<file path="src/rtl/arbitro_registrador_pkg.sv">
// registrador_pkg: shared sizes, FSM states, select codes and
// the round-robin pick used by arbitro_registrador.
// No ports; imported by the interface, register and arbiter files.
package registrador_pkg;

    localparam int WIDTH = 4;
    localparam int N_REQ = 3;

    typedef enum logic [1:0] {
        OCIOSO,
        CONCEDE,
        CARREGA,
        CONFIRMA
    } estado_t;

    localparam logic [1:0] SEL_A = 2'd0;
    localparam logic [1:0] SEL_B = 2'd1;
    localparam logic [1:0] SEL_C = 2'd2;

    // Next requester index, wrapping C back to A.
    function automatic logic [1:0] prox_sel(
        input logic [1:0] s
    );
        return (s == SEL_C) ? SEL_A : s + 2'd1;
    endfunction

    // First set request bit, searching from ptr upward (mod 3).
    // Callers only use the result when at least one bit is set.
    function automatic logic [1:0] escolhe(
        input logic [2:0] req,
        input logic [1:0] ptr
    );
        logic [1:0] idx;
        logic [1:0] res;
        logic       achou;
        idx   = ptr;
        res   = ptr;
        achou = 1'b0;
        for (int k = 0; k < N_REQ; k++) begin
            if (!achou && req[idx]) begin
                res   = idx;
                achou = 1'b1;
            end
            idx = prox_sel(idx);
        end
        return res;
    endfunction

endpackage

</file>
<file path="src/rtl/arbitro_registrador_if.sv">
// arbitro_registrador_if: requester/arbiter bundle.
// master: drives req, entradaA/B/C; sees ack, sel_mux, enable,
//   saida_registrador, ocupado, contador. slave: the reverse.
interface arbitro_registrador_if #(
    parameter int WIDTH = registrador_pkg::WIDTH
);

    logic [2:0]       req;
    logic [WIDTH-1:0] entradaA;
    logic [WIDTH-1:0] entradaB;
    logic [WIDTH-1:0] entradaC;
    logic [2:0]       ack;
    logic [1:0]       sel_mux;
    logic             enable;
    logic [WIDTH-1:0] saida_registrador;
    logic             ocupado;
    logic [7:0]       contador;

    modport master (
        output req,
        output entradaA,
        output entradaB,
        output entradaC,
        input  ack,
        input  sel_mux,
        input  enable,
        input  saida_registrador,
        input  ocupado,
        input  contador
    );

    modport slave (
        input  req,
        input  entradaA,
        input  entradaB,
        input  entradaC,
        output ack,
        output sel_mux,
        output enable,
        output saida_registrador,
        output ocupado,
        output contador
    );

endinterface

</file>
<file path="src/rtl/arbitro_registrador_carga.sv">
// registrador_carga: WIDTH-bit register loaded from a 3:1 mux.
// Ports: clk, rst (sync, active-high), en (load), sel (0=A,1=B,2=C),
//   in_a/in_b/in_c (data), q (register contents).
module registrador_carga
    import registrador_pkg::*;
#(
    parameter int WIDTH = registrador_pkg::WIDTH
) (
    input  logic             clk,
    input  logic             rst,
    input  logic             en,
    input  logic [1:0]       sel,
    input  logic [WIDTH-1:0] in_a,
    input  logic [WIDTH-1:0] in_b,
    input  logic [WIDTH-1:0] in_c,
    output logic [WIDTH-1:0] q
);

    logic [WIDTH-1:0] mux;

    always_comb begin
        mux = in_a;
        case (sel)
            SEL_A:   mux = in_a;
            SEL_B:   mux = in_b;
            SEL_C:   mux = in_c;
            default: mux = in_a;
        endcase
    end

    always_ff @(posedge clk) begin
        if (rst) begin
            q <= '0;
        end else if (en) begin
            q <= mux;
        end
    end

endmodule

</file>
<file path="src/rtl/arbitro_registrador.sv">
// arbitro_registrador: round-robin arbiter loading a shared register.
// Ports: clk, rst (sync, active-high), bus (slave side of
//   arbitro_registrador_if: req/entradas in; ack, sel_mux, enable,
//   saida_registrador, ocupado, contador out).
module arbitro_registrador
    import registrador_pkg::*;
#(
    parameter int WIDTH = registrador_pkg::WIDTH,
    parameter int N_REQ = registrador_pkg::N_REQ
) (
    input logic                 clk,
    input logic                 rst,
    arbitro_registrador_if.slave bus
);

    estado_t          estado_q;
    estado_t          estado_d;
    // g_q is both the latched grant and the registered sel_mux;
    // it only changes on a new grant, so it holds in OCIOSO.
    logic [1:0]       g_q;
    logic [1:0]       g_d;
    logic [1:0]       ptr_q;
    logic [1:0]       ptr_d;
    logic [7:0]       cnt_q;
    logic [7:0]       cnt_d;
    logic [N_REQ-1:0] req;
    logic [N_REQ-1:0] ack_d;
    logic             enable_d;
    logic [WIDTH-1:0] saida;

    assign req = bus.req;

    always_ff @(posedge clk) begin
        if (rst) begin
            estado_q <= OCIOSO;
            g_q      <= SEL_A;
            ptr_q    <= SEL_A;
            cnt_q    <= 8'd0;
        end else begin
            estado_q <= estado_d;
            g_q      <= g_d;
            ptr_q    <= ptr_d;
            cnt_q    <= cnt_d;
        end
    end

    // ack and enable depend only on state and g_q, never on req.
    always_comb begin
        estado_d = estado_q;
        g_d      = g_q;
        ptr_d    = ptr_q;
        cnt_d    = cnt_q;
        enable_d = 1'b0;
        ack_d    = '0;
        case (estado_q)
            OCIOSO: begin
                if (|req) begin
                    g_d      = escolhe(req, ptr_q);
                    estado_d = CONCEDE;
                end
            end
            CONCEDE: begin
                estado_d = CARREGA;
            end
            CARREGA: begin
                enable_d = 1'b1;
                estado_d = CONFIRMA;
            end
            CONFIRMA: begin
                ack_d[g_q] = 1'b1;
                if (!req[g_q]) begin
                    estado_d = OCIOSO;
                    ptr_d    = prox_sel(g_q);
                    cnt_d    = cnt_q + 8'd1;
                end
            end
            default: begin
                estado_d = OCIOSO;
            end
        endcase
    end

    registrador_carga #(
        .WIDTH (WIDTH)
    ) u_carga (
        .clk  (clk),
        .rst  (rst),
        .en   (enable_d),
        .sel  (g_q),
        .in_a (bus.entradaA),
        .in_b (bus.entradaB),
        .in_c (bus.entradaC),
        .q    (saida)
    );

    assign bus.ack               = ack_d;
    assign bus.sel_mux           = g_q;
    assign bus.enable            = enable_d;
    assign bus.saida_registrador = saida;
    assign bus.ocupado           = (estado_q != OCIOSO);
    assign bus.contador          = cnt_q;

endmodule

</file>
<file path="src/flat_wrapper.sv">
// flat-port wrapper written by rule: the top's interface ports become plain ports
module arbitro_registrador_flat import registrador_pkg::*;
#(
    parameter int WIDTH = registrador_pkg::WIDTH,
    parameter int N_REQ = registrador_pkg::N_REQ
)
  (clk, rst, bus_req, bus_entradaA, bus_entradaB, bus_entradaC, bus_ack, bus_sel_mux, bus_enable, bus_saida_registrador, bus_ocupado, bus_contador);
  arbitro_registrador_if #(.WIDTH(WIDTH)) bus_i ();
  input logic clk;
  input logic rst;
  input wire logic [$bits(bus_i.req)-1:0] bus_req;
  input wire logic [$bits(bus_i.entradaA)-1:0] bus_entradaA;
  input wire logic [$bits(bus_i.entradaB)-1:0] bus_entradaB;
  input wire logic [$bits(bus_i.entradaC)-1:0] bus_entradaC;
  output wire logic [$bits(bus_i.ack)-1:0] bus_ack;
  output wire logic [$bits(bus_i.sel_mux)-1:0] bus_sel_mux;
  output wire logic [$bits(bus_i.enable)-1:0] bus_enable;
  output wire logic [$bits(bus_i.saida_registrador)-1:0] bus_saida_registrador;
  output wire logic [$bits(bus_i.ocupado)-1:0] bus_ocupado;
  output wire logic [$bits(bus_i.contador)-1:0] bus_contador;
  assign bus_i.req = bus_req;
  assign bus_i.entradaA = bus_entradaA;
  assign bus_i.entradaB = bus_entradaB;
  assign bus_i.entradaC = bus_entradaC;
  assign bus_ack = bus_i.ack;
  assign bus_sel_mux = bus_i.sel_mux;
  assign bus_enable = bus_i.enable;
  assign bus_saida_registrador = bus_i.saida_registrador;
  assign bus_ocupado = bus_i.ocupado;
  assign bus_contador = bus_i.contador;
  arbitro_registrador #(.WIDTH(WIDTH), .N_REQ(N_REQ)) u_core (.clk(clk), .rst(rst), .bus(bus_i));
endmodule
</file>
<file path="config.mk">
export PLATFORM = sky130hd
export DESIGN_NAME = arbitro_registrador_flat
export DESIGN_NICKNAME = d
export VERILOG_FILES = /design/src/rtl/arbitro_registrador_pkg.sv /design/src/rtl/arbitro_registrador_if.sv /design/src/rtl/arbitro_registrador_carga.sv /design/src/rtl/arbitro_registrador.sv /design/src/flat_wrapper.sv
export SDC_FILE = /design/constraint.sdc
export NUM_CORES = 1
export LEC_CHECK = 0
export ABC_AREA = 1
export CAP_MARGIN = 20
export CORE_MARGIN = 2
export CORE_UTILIZATION = 24
export DETAILED_ROUTE_END_ITERATION = 10
export GPL_TIMING_DRIVEN = 0
export MAX_ROUTING_LAYER = met4
export PLACE_DENSITY = 0.56
export REMOVE_ABC_BUFFERS = 1
export SETUP_SLACK_MARGIN = 0.1
export SLEW_MARGIN = 0
export SYNTH_ARGS = -nofsm -noshare
export SYNTH_HDL_FRONTEND = slang
export SYNTH_SLANG_ARGS = --single-unit
export TNS_END_PERCENT = 10
</file>
<file path="constraint.sdc">
create_clock -name clk -period 2.5 [get_ports clk]
set_clock_uncertainty 0.05 [all_clocks]
set_input_delay 0.625 -clock clk [delete_from_list [all_inputs] [get_ports clk]]
set_output_delay 0.625 -clock clk [all_outputs]
set_load 0.01 [all_outputs]
</file>
# After elaboration in Yosys (flattened, before gate mapping)
# Index checks and enable logic that the tools add are counted.
[word_totals] regBits=18 output_inout_bits=19 elab_cells=62
[op_classes] reduce_logical=11 n_addsub=4 bitwise_logic=1 eq_ne=9 muxes=27 order_cmp=5
[op_table] cell="$mux 2" count=7
[op_table] cell="$lt 2x3->1 const B" count=4
[op_table] cell="$mux 1" count=12
[op_table] cell="$eq 2x2->1 const B" count=5
[op_table] cell="$add 8x1->8 const B" count=1
[op_table] cell="$bmux 1 s2" count=4
[op_table] cell="$pmux 2 s4" count=1
[op_table] cell="$pmux 4 s2" count=1
[op_table] cell="$add 2x1->2 const B" count=3
[op_table] cell="$reduce_and 2->1" count=3
[op_table] cell="$eq 2x1->1 const B" count=2
[op_table] cell="$logic_and 1x1->1" count=3
[op_table] cell="$mux 3" count=1
[op_table] cell="$reduce_or 3->1" count=1
[op_table] cell="$demux 1 s2" count=1
[op_table] cell="$ge 2x1->1 const B" count=1
[op_table] cell="$logic_not 1->1" count=2
[op_table] cell="$logic_not 2->1" count=1
[op_table] cell="$ne 2x1->1 const B" count=1
[op_table] cell="$ne 2x2->1 const B" count=1
[op_table] cell="$reduce_bool 2->1" count=1
[op_table] cell="$not 1->1" count=1

# Logic depth before layout (Yosys ltp)
[depth] word_depth=13 mapped_depth=10

# Cells and area by module
# Synthesis repeated with hierarchy kept, for this count alone.
[unflattened] hier_cells=172 hier_area_um2=1162.4
[by_module_without_submodules] module="arbitro_registrador" area_per_inst_um2=918.4 n_inst=1 cells_per_inst=133
[by_module_without_submodules] module="registrador_carga" area_per_inst_um2=244.0 n_inst=1 cells_per_inst=39

# Worst setup path before layout
# No wires, ideal clock.
[synth_timing] path_type="flip-flop to output port" startpoint="reg u_core.g_q[0] (netlist: u_core.bus.sel_mux[0])" endpoint="out bus_ack[2]" path_slack_ps=892 required_ps=1825 path_stages_with_launch=5 t_arrival_ps=933 path_cell_list="dfxtp_1 inv_1 ha_1 nand2_1 inv_1"
[synth_via] elab_chain_len=5 word_cells_on_any_way=6 classes_between="2 x order compare; 3 x mux; 1 x reduce/logical"
[synth_rtl] item="start: declaration" line="arbitro_registrador.sv:20" rtl="logic [1:0] g_q;"
[synth_rtl] item="start signal: assignment" line="arbitro_registrador.sv:41" rtl="g_q <= g_d;"
[synth_rtl] item="$lt 2x3->1 (implied by the code) or $ge 2x1->1 (tied branches)" line="arbitro_registrador.sv:70" rtl="ack_d[g_q] = 1'b1;"
[synth_rtl] item="$logic_and 1x1->1 (implied by the code)" line="arbitro_registrador.sv:70"
[synth_rtl] item="$mux 1 (implied by the code)" line="arbitro_registrador.sv:70"
[synth_rtl] item="$demux 1 s2 (*)"
[synth_rtl] item="$mux 3 (*)" line="arbitro_registrador.sv:55" rtl="case (estado_q)"
[synth_rtl] item="end: declaration" line="flat_wrapper.sv:15" rtl="output wire logic [$bits(bus_i.ack)-1:0] bus_ack;"
# Mark *: on every way between the ends. The rest lies on a longest branch, timed or not.

# Worst setup path in the final report
[layout_timing] startpoint="reg u_core.g_q[1] (netlist: u_core.bus.sel_mux[1])" endpoint="out bus_ack[1]"
# The elaborated chain is that of the path after synthesis.

==> summary.md <==
| Metric | Value |
|---|---|
| Antenna diodes | `0` |
| Critical R2R Capture | `u_core.bus.contador[2]` |
| Switching share of power | `39.6%` |
| CTS H-tree lvls | `1` |
| Register Area | `between 300 and 400 um2` |
| Port Buffers | `35` |
| DR iter-0 viols | `56` |
| Vias in the first global route | `~1.1k` |
| Worst-case clock buffer depth | `2` |
| First-pass GRT wire length | `about 4800 um` |
| CP Cell Sequence | `inv_1, ha_2, nand2_1, inv_1, clkdlybuf4s50_1` |
| Initial Utilization | `about 25%` |
| Fillers | `~530` |
| Worst-Margin Slew | `0.413 ns` |
| CP max stage cell | `clkdlybuf4s50_1` |
| Synth top area share | `a little under a third` |
| Hold Crit Start | `u_core.bus.contador[7]` |
| Row count | `25` |
| Leak | `between 0.6 and 0.7 nW` |
| Cts repair resizes | `0` |
| Nets | `roughly 240` |
| Root buf cell | `clkbuf_8` |
| CP startpoint | `u_core.bus.sel_mux[1]` |
| P_int | `around 0.80 mW` |
| Initial antenna violation count | `0` |
| Min Tclk post-route | `2.36 ns` |
| Via density | `around 4.5` |
| Worst setup EP type | `output port` |
| Gate power share | `between 50 and 60%` |
| Via count | `approximately 1.2k` |
| Area grow syn2layout | `40.5%` |
| Mean post-synth cell area | `between 6 and 7 um2` |
| TritonCTS Buffers | `3` |
| Slew Limit Fails | `0` |
| Clock power share | `between 10% and 20%` |
| Synth unique cells | `21` |
| Post-Syn Area | `about 1200 um2` |
| Sequential Power Share | `between 30% and 40%` |
| Crit-path max cell delay | `roughly 0.52 ns` |
| DRC | `0` |
| DRT Pass-1 Iters | `4` |
| Die area | `approximately 5400 um2` |
| Grt total ovfl | `0` |
| Outcome | `finished clean` |
| Final period utilization | `between 90 and 100%` |
| CTS tree | `done` |
| Data required, critical path | `1.82 ns` |
| Final WL | `between 2000 and 3000 um` |
| Final Instance Area | `1630 um2` |
| Routability cong. | `~0.75` |
| Top post-synthesis cells by area | `dfxtp_1, nand2_1, ha_1, nand3_1, o21ai_0` |
| Tot GR Track Use | `between 10 and 15%` |
| F_max | `0.425 GHz` |
| Clock Latency Late Sink | `0.25 ns` |
| Die Y-Extent | `73.5 um` |
| Cells after synthesis | `178` |
| Reg2Reg Depth | `7` |
| Worst Hold Class | `reg2reg` |
| Setup bufs post-CTS | `0` |
| Pwr Density | `approximately 820 nW/um2` |
| Routed Antenna Nets | `0` |
| Pin count of the biggest net entering global routing | `15` |
| # setup viols final | `0` |
| Core Region | `roughly 4700 um2` |
| CTS clk-pin slew, worst paths | `roughly 0.08 ns` |
| Worst vdd ir | `~0.00043 V` |
| Share of cells above drive strength 1 | `6.07%` |
| Slew headroom | `approximately 72%` |
| Multi-input logic area | `~700 um2` |
| Max Cap Viol | `0` |
| CP arrival | `~1.7 ns` |
| R2r setup slk | `0.91 ns` |
| Most frequent CP cell | `inv_1` |
| Worst-path maximum fanout | `5` |
| Drt wl/cell | `10.2 um` |
| Hold Path Sink | `u_core.bus.contador[7]` |
| Buf/Inv on CP | `3` |
| Reg-to-reg startpoint | `u_core.bus.sel_mux[1]` |
| CTS Hold Bufs | `0` |
| Final HPWL DP | `between 2000 and 2500 um` |
| Hold WS | `about 0.46 ns` |
| Unrepaired setup endpoints after global routing | `true` |
| Final Hold Viols | `0` |
| Critical path's top delay family | `buffers and inverters` |
| Synthesized flop and latch total | `18` |
| CP Class | `reg2out` |
| Largest area contributor in the netlist | `dfxtp_1` |
| Hold path cells | `2` |
| Startpoint types | `register` |
| YS warnings | `0` |
| Clock sinks | `18` |
| Area after DPL | `roughly 1600 um2` |
| Num ports | `36` |
| Total power | `1.33 mW` |
| Sw power | `roughly 0.53 mW` |
| Post-synthesis sequential area ratio | `a little under a third` |
| Die W | `approximately 73 um` |
[cells by family after synthesis]
kind of cell | Yosys count | share of synthesized area (%)
and+or+nand+nor | 86 | 32.6
adders and majority gates | 9 | 9.72
DFF | 18 | 31.1
buffers and inverters | 27 | 8.86
xor gates and xnor gates | 3 | 2.27
AOI/OAI and AO/OA | 35 | 15.4
[cell usage in the layout, fill, tap and decap left out, drive strengths merged]
| master | count |
|---|---|
| nand2 | 45 |
| clkdlybuf4s50 | 35 |
| inv | 24 |
| nand3 | 22 |
| o21ai | 18 |
| dfxtp | 18 |
| a21oi | 15 |
| nor2 | 13 |
| ha | 9 |
| clkbuf | 4 |
| nand4 | 3 |
| xnor2 | 3 |
| nor3 | 2 |
| o211ai | 1 |
| a31oi | 1 |
| or2 | 1 |
[power by group through the flow]
stage	combinational [mW]	sequential (mW)	clock (mW)
after floorplan	0.403	0.427	0
after detailed placement	0.672	0.421	0
after global routing	0.780	0.427	0.260
final	0.672	0.416	0.240
after CTS	0.678	0.415	0.248
after global placement	0.670	0.422	0
[Yosys cell counts]
cell type  count
a21oi_1       15
a31oi_1        1
buf_2          1
clkbuf_1       2
dfxtp_1       18
ha_1           9
inv_1         22
inv_2          2
nand2_1       45
nand3_1       21
nand3_2        1
nand4_1        3
nor2_1        11
nor2_2         1
nor2_4         1
nor3_1         2
o211ai_1       1
o21ai_0       17
o21ai_1        1
or2_2          1
xnor2_1        3
[sequential cells by signal (all words and copies together) (netlist names)]
signal               cells
u_core.u_carga.q         4
u_core.ptr_q             2
u_core.bus.contador      8
u_core.estado_q          2
u_core.bus.sel_mux       2
[final cells by class]
cell class,instances,area share [%]
clock buffer,4,3.38
inverter,24,5.53
timing repair buffer,35,21.5
sequential,18,22.2
tap,54,4.15
multi-input combinational,133,43.2
[worst min-delay path, delay by kind of cell (launching register included)]
kind | cells | cell delay, ns
AO/OA/AOI/OAI | 1 | 0.06
flip-flops | 1 | 0.34
AND/OR/NAND/NOR | 1 | 0.07
[how the worst max path moves through the flow]
stage	endpoint	slack (ns)	cells past startpoint
after detailed placement	u_core.bus.contador[2]	-0.04	9
final	bus_ack[1]	0.14	5
after global placement	u_core.bus.contador[2]	-0.02	9
after global routing	bus_ack[1]	0.03	5
after floorplan	u_core.bus.contador[3]	0.80	8
after CTS	bus_ack[1]	0.08	5
[routing by layer]
metal	track usage, %	vias up	routed length, um
met2	19.2	28	1290
met4	0.606	0	8
met5	-	-	0
met1	13.8	537	1300
met3	3.16	2	152
li1	-	651	-
[stage by stage]
stage | util, % | setup slack (ns) | setup TNS [ns] | std cells
2_1_floorplan | - | 0.799 | 0 | 175
3_3_place_gp | 33.3 | -0.0212 | -0.0349 | 264
3_5_place_dp | 33.3 | -0.0382 | -0.0680 | 264
4_1_cts | 34.5 | 0.0783 | 0 | 268
5_1_grt | 34.7 | 0.0280 | 0 | 268
6_report | 34.7 | 0.145 | 0 | 268
Power figures use the tool's default switching activity.
